$ cat src/rtl/mcu_nbit_core.sv
// Accumulator MCU core: two-cycle FETCH/EXEC instruction sequencer with a
// loadable instruction memory, a register file and a small ALU.
module mcu_nbit_core #(
  parameter int DATA_W = 8,
  parameter int OPND_W = 4
) (
  input  logic              Clk,
  input  logic              Reset,
  input  logic              Run,
  input  logic              ImemWe,
  input  logic [OPND_W-1:0] ImemAddr,
  input  logic [OPND_W+3:0] ImemData,
  output logic [OPND_W-1:0] CurrentPC,
  output logic [DATA_W-1:0] AccOut,
  output logic              FlagZ,
  output logic              FlagC,
  output logic              Busy,
  output logic              Halted
);

  localparam int DEPTH = 2 ** OPND_W;

  localparam logic [1:0] S_IDLE  = 2'd0;
  localparam logic [1:0] S_FETCH = 2'd1;
  localparam logic [1:0] S_EXEC  = 2'd2;
  localparam logic [1:0] S_HALT  = 2'd3;

  localparam logic [3:0] OP_NOP = 4'h0;
  localparam logic [3:0] OP_LDI = 4'h1;
  localparam logic [3:0] OP_LDR = 4'h2;
  localparam logic [3:0] OP_STR = 4'h3;
  localparam logic [3:0] OP_ADD = 4'h4;
  localparam logic [3:0] OP_SUB = 4'h5;
  localparam logic [3:0] OP_AND = 4'h6;
  localparam logic [3:0] OP_OR  = 4'h7;
  localparam logic [3:0] OP_XOR = 4'h8;
  localparam logic [3:0] OP_SHL = 4'h9;
  localparam logic [3:0] OP_SHR = 4'hA;
  localparam logic [3:0] OP_JMP = 4'hB;
  localparam logic [3:0] OP_JZ  = 4'hC;
  localparam logic [3:0] OP_JC  = 4'hD;
  localparam logic [3:0] OP_JR  = 4'hE;
  localparam logic [3:0] OP_HLT = 4'hF;

  logic [1:0]        r_state;
  logic [OPND_W-1:0] r_pc;
  logic [OPND_W+3:0] r_ir;
  logic [DATA_W-1:0] r_acc;
  logic              r_z;
  logic              r_c;
  logic [DATA_W-1:0] r_regs [DEPTH];
  logic [OPND_W+3:0] r_imem [DEPTH];

  logic [3:0]        w_op;
  logic [OPND_W-1:0] w_opnd;
  logic [DATA_W-1:0] w_imm;
  logic [DATA_W-1:0] w_regVal;
  logic [DATA_W:0]   w_sum;
  logic [DATA_W:0]   w_diff;
  logic [DATA_W-1:0] w_nextAcc;
  logic              w_nextC;
  logic              w_nextZ;
  logic              w_updFlags;
  logic              w_jumpTaken;
  logic [OPND_W-1:0] w_jumpTarget;
  logic              w_imemWrEn;

  assign w_op     = r_ir[OPND_W+3:OPND_W];
  assign w_opnd   = r_ir[OPND_W-1:0];
  assign w_imm    = DATA_W'(w_opnd);
  assign w_regVal = r_regs[w_opnd];

  // The extra top bit of the difference is the borrow out of the subtraction.
  assign w_sum  = {1'b0, r_acc} + {1'b0, w_regVal};
  assign w_diff = {1'b0, r_acc} - {1'b0, w_regVal};

  always_comb begin
    w_nextAcc    = r_acc;
    w_nextC      = r_c;
    w_updFlags   = 1'b0;
    w_jumpTaken  = 1'b0;
    w_jumpTarget = w_opnd;
    case (w_op)
      OP_LDI: begin
        w_nextAcc  = w_imm;
        w_updFlags = 1'b1;
      end
      OP_LDR: begin
        w_nextAcc  = w_regVal;
        w_updFlags = 1'b1;
      end
      OP_ADD: begin
        {w_nextC, w_nextAcc} = w_sum;
        w_updFlags           = 1'b1;
      end
      OP_SUB: begin
        w_nextAcc  = w_diff[DATA_W-1:0];
        w_nextC    = w_diff[DATA_W];
        w_updFlags = 1'b1;
      end
      OP_AND: begin
        w_nextAcc  = r_acc & w_regVal;
        w_nextC    = 1'b0;
        w_updFlags = 1'b1;
      end
      OP_OR: begin
        w_nextAcc  = r_acc | w_regVal;
        w_nextC    = 1'b0;
        w_updFlags = 1'b1;
      end
      OP_XOR: begin
        w_nextAcc  = r_acc ^ w_regVal;
        w_nextC    = 1'b0;
        w_updFlags = 1'b1;
      end
      OP_SHL: begin
        w_nextAcc  = r_acc << 1;
        w_nextC    = r_acc[DATA_W-1];
        w_updFlags = 1'b1;
      end
      OP_SHR: begin
        w_nextAcc  = r_acc >> 1;
        w_nextC    = r_acc[0];
        w_updFlags = 1'b1;
      end
      OP_JMP: w_jumpTaken = 1'b1;
      OP_JZ:  w_jumpTaken = r_z;
      OP_JC:  w_jumpTaken = r_c;
      OP_JR: begin
        w_jumpTaken  = 1'b1;
        w_jumpTarget = w_regVal[OPND_W-1:0];
      end
      default: begin
        w_nextAcc = r_acc;
      end
    endcase
  end

  assign w_nextZ = w_updFlags ? (w_nextAcc == '0) : r_z;

  always_ff @(posedge Clk or negedge Reset) begin
    if (!Reset) begin
      r_state <= S_IDLE;
      r_pc    <= '0;
      r_ir    <= '0;
      r_acc   <= '0;
      r_z     <= 1'b0;
      r_c     <= 1'b0;
      for (int i = 0; i < DEPTH; i++) begin
        r_regs[i] <= '0;
      end
    end else begin
      case (r_state)
        S_IDLE: begin
          if (Run) begin
            r_state <= S_FETCH;
          end
        end
        S_FETCH: begin
          r_ir    <= r_imem[r_pc];
          r_pc    <= r_pc + 1'b1;
          r_state <= S_EXEC;
        end
        S_EXEC: begin
          r_acc <= w_nextAcc;
          r_c   <= w_updFlags ? w_nextC : r_c;
          r_z   <= w_nextZ;
          if (w_op == OP_STR) begin
            r_regs[w_opnd] <= r_acc;
          end
          if (w_jumpTaken) begin
            r_pc <= w_jumpTarget;
          end
          // A Run drop only takes effect once the current instruction retires.
          if (w_op == OP_HLT) begin
            r_state <= S_HALT;
          end else if (Run) begin
            r_state <= S_FETCH;
          end else begin
            r_state <= S_IDLE;
          end
        end
        default: begin
          if (!Run) begin
            r_state <= S_IDLE;
          end
        end
      endcase
    end
  end

  // Program memory survives reset so a loaded program can be rerun.
  assign w_imemWrEn = ImemWe && ((r_state == S_IDLE) || (r_state == S_HALT));

  always_ff @(posedge Clk) begin
    if (w_imemWrEn) begin
      r_imem[ImemAddr] <= ImemData;
    end
  end

  assign CurrentPC = r_pc;
  assign AccOut    = r_acc;
  assign FlagZ     = r_z;
  assign FlagC     = r_c;
  assign Busy      = (r_state == S_FETCH) || (r_state == S_EXEC);
  assign Halted    = (r_state == S_HALT);

endmodule

$ cat config.mk
export PLATFORM = sky130hd
export DESIGN_NAME = mcu_nbit_core
export DESIGN_NICKNAME = d
export VERILOG_FILES = /design/src/rtl/mcu_nbit_core.sv
export SDC_FILE = /design/constraint.sdc
export NUM_CORES = 1
export LEC_CHECK = 0
export CAP_MARGIN = 20
export CORE_MARGIN = 5
export CORE_UTILIZATION = 45
export CTS_BUF_LIST = sky130_fd_sc_hd__clkbuf_8
export CTS_CLUSTER_SIZE = 20
export DETAILED_ROUTE_END_ITERATION = 16
export SLEW_MARGIN = 10
export SYNTH_ARGS = -nofsm -noshare
export SYNTH_HDL_FRONTEND = slang
export SYNTH_SLANG_ARGS = --single-unit
$ cat constraint.sdc
create_clock -name Clk -period 4.77 [get_ports Clk]
set_clock_uncertainty 0.05 [all_clocks]
set_input_delay 0.477 -clock Clk [delete_from_list [all_inputs] [get_ports Clk]]
set_output_delay 0.477 -clock Clk [all_outputs]
set_load 0.005 [all_outputs]
==> metrics.txt <==
status=complete, no violations; flop-to-flop setup slack=0.44 ns; # fillers=2,576; Critical Path Stages=13; Post-synth EDFFs=128; final worst setup slack=around 0.44 ns; nets@finish=between 1,000 and 1,500; placed cell count=around 1,400; placed standard-cell area=14,300 um2; WP data required=around 5.2 ns; number of buffers created by CTS=48; crit end category=flip-flop; die area=~34,000 um2; post-CTS resize count=0; Final Hold Fails=0; first-pass GRT wire length=between 50,000 and 60,000 um; xor-xnor portion of the synthesized cell area=0.00321; critical path cell sequence=buf_4 -> mux2i_1 -> a22oi_1 -> o21ai_1 -> mux2_2 -> fa_1 -> xnor2_1 -> o21ai_0 -> a21oi_1 -> a221oi_1 -> and4_1 -> o2111ai_1 -> o41ai_2; fmax=~0.23 GHz; max-slew violation count=0; worst slack at placement=between 0.4 and 0.5 ns; CP startpoint kind=flip-flop; H-tree level count=2; CTS tree=built; vias post-DR=a little under 9,000; CP Class=reg2reg; Routed WL per cell=approximately 23 um; PD cells=611 nW/um2; syn nets=~1,100; Core Area=between 20,000 and 30,000 um2; vias in the first global route=8,836; Final setup viols=0; Post-synth top cells=dfrtp_1 (152), edfxtp_1 (128), nand2_1 (95), mux2_2 (92), o21ai_0 (67); Root Buffer=clkbuf_8; CP peak stage delay=slightly above 0.8 ns; Crit path max-delay family=compound AO/OA/AOI/OAI gates; worst skew pair latency=around 0.60 ns; CP arrival=about 4.8 ns; RSZ-0062 raised after global routing=no; setup bufs post-CTS=0; final core utilization=0.515; CTS Sinks=280; Fin Hold WS=~0.4 ns; Critical R2R Capture=FlagZ$_DFFE_PN0P_; Hold WC Path Type=in2async; P_leak=roughly 6.3 nW; Syn. warnings=0; GPL Wtd Cong=0.933; die height=roughly 180 um; Max FO, Critical Path=21; Slew headroom=0.343; design area=~15,000 um2; antenna-violating nets left=0; sequential share of the synthesized area=0.561; syn avg cell area=13.1 um2; post-synth cell types=81; layout cells sized above 1=0.213; grt ovf=0; asr flop ratio synth=0.543; post-synthesis mux area share=0.191; number of I/O pins=32; post-synthesis simple-gate area fraction=0.0772; antenna violations before repair=0; CTS clock-pin slew for the worst setup and hold paths=approximately 0.060 ns; Post-route DRC=0; drt pass-1 iters=7; Area growth, synth to finish=12.6%; most numerous cell in the Yosys netlist=dfrtp_1; final std cells w/o fill=approximately 1,500; mapped cell area=~14,000 um2; Initial Utilization=0.457; drt via density=about 5.8; post-synthesis compound-gate area fraction=0.104; Area contributors post-synth=edfxtp_1 (28%), dfrtp_1 (28%), mux2_2 (7.6%); period utilisation layout=0.908; Post-Route WL=35,100 um; crit path buf inv count=1; largest family of logic cells by synthesized area=multiplexers; GRT Total Usage=0.210; largest net degree at the start of global routing=approximately 70; worst-case reg-to-reg path depth=13; DP HPWL=between 20,000 and 25,000 um; clock buffer depth=3; Iter 0 DRT Violations=687; setup_tns=0 ns; PortBufs=31; worst r2r src=r_ir[0]$_DFFE_PN0P_; leading area contributor after synthesis=edfxtp_1; synthesized instance count=roughly 1,000; Maximum Capacitance Violations=0; total power=9.37 mW; number of synthesized register bits=280; Peak VDD IR=287 uV; CP max stage cell=dfrtp_2; ys flop type=dfrtp_1; Slew @ Worst Pin=0.982 ns; top-area cell type share of the netlist area=0.282; Cell Rows=63; Die Width=184 um; fin crit period=4.33 ns; Synth Area in Adders=0.0314
## final cells by class
class,count,area [um2],area share
Inverter,30,113,0.00734
Antenna cell,1,2.50,0.000163
Multi-Input combinational cell,664,5550,0.362
Tap cell,390,488,0.0318
Clock buffer,59,812,0.0529
Sequential cell,280,7650,0.499
Clock inverter,28,183,0.0119
Timing Repair Buffer,60,544,0.0355
## cell usage in the layout (no fill, tap or decap), drive strengths merged, types with 14 or more instances in the layout
master,netlist,final
dfrtp,152,152
edfxtp,128,128
nand2,95,95
mux2,92,92
o21ai,70,70
clkbuf,36,59
mux2i,54,54
nor2,50,50
a21oi,44,44
mux4,44,44
inv,24,40
ha,31,31
clkdlybuf4s50,0,30
buf,27,29
o221ai,18,18
clkinv,6,15
nand2b,14,14
## metal layers
layer / wire length [um] / share of wire / global-route usage / up-vias
met5: 0 / 0 / 0 / -
met4: 907 / 0.026 / 0.0660 / 0
met3: 1780 / 0.051 / 0.0344 / 50
met2: 17000 / 0.48 / 0.343 / 272
met1: 15500 / 0.44 / 0.290 / 4433
li1: - / - / - / 4032
## sequential cells by signal, indices dropped and copies added (netlist names)
signal	cells
r_state	2
r_ir	8
AccOut	8
FlagC	1
r_regs	128
CurrentPC	4
FlagZ	1
r_imem	128
## logic make-up after synthesis
family                     Yosys count
buffers and inverters               93
xor gates and xnor gates             5
adders and majority gates           33
and+or+nand+nor                    223
DFF                                280
AOI/OAI and AO/OA                  213
muxes                              190
## worst max-delay path by stage
stage | startpoint | to
after global routing | r_ir[0]$_DFFE_PN0P_ | FlagZ$_DFFE_PN0P_
after CTS | r_ir[0]$_DFFE_PN0P_ | FlagZ$_DFFE_PN0P_
final | r_ir[0]$_DFFE_PN0P_ | FlagZ$_DFFE_PN0P_
after floorplan | r_ir[0]$_DFFE_PN0P_ | FlagZ$_DFFE_PN0P_
after global placement | r_ir[0]$_DFFE_PN0P_ | FlagZ$_DFFE_PN0P_
after detailed placement | r_ir[0]$_DFFE_PN0P_ | FlagZ$_DFFE_PN0P_
## repair_timing
action | 4_1_cts | 5_1_grt
hold endpoints to repair | 66 | 0
setup endpoints to repair | 0 | 0
hold buffers | 1 | 0
## power by group
group          switching (mW)  internal, mW  total [mW]
Clock                   0.988          1.23        2.22
Sequential              0.432          2.81        3.24
Combinational            2.28          1.63        3.91
No activity file was read; power rests on OpenSTA's default activity.
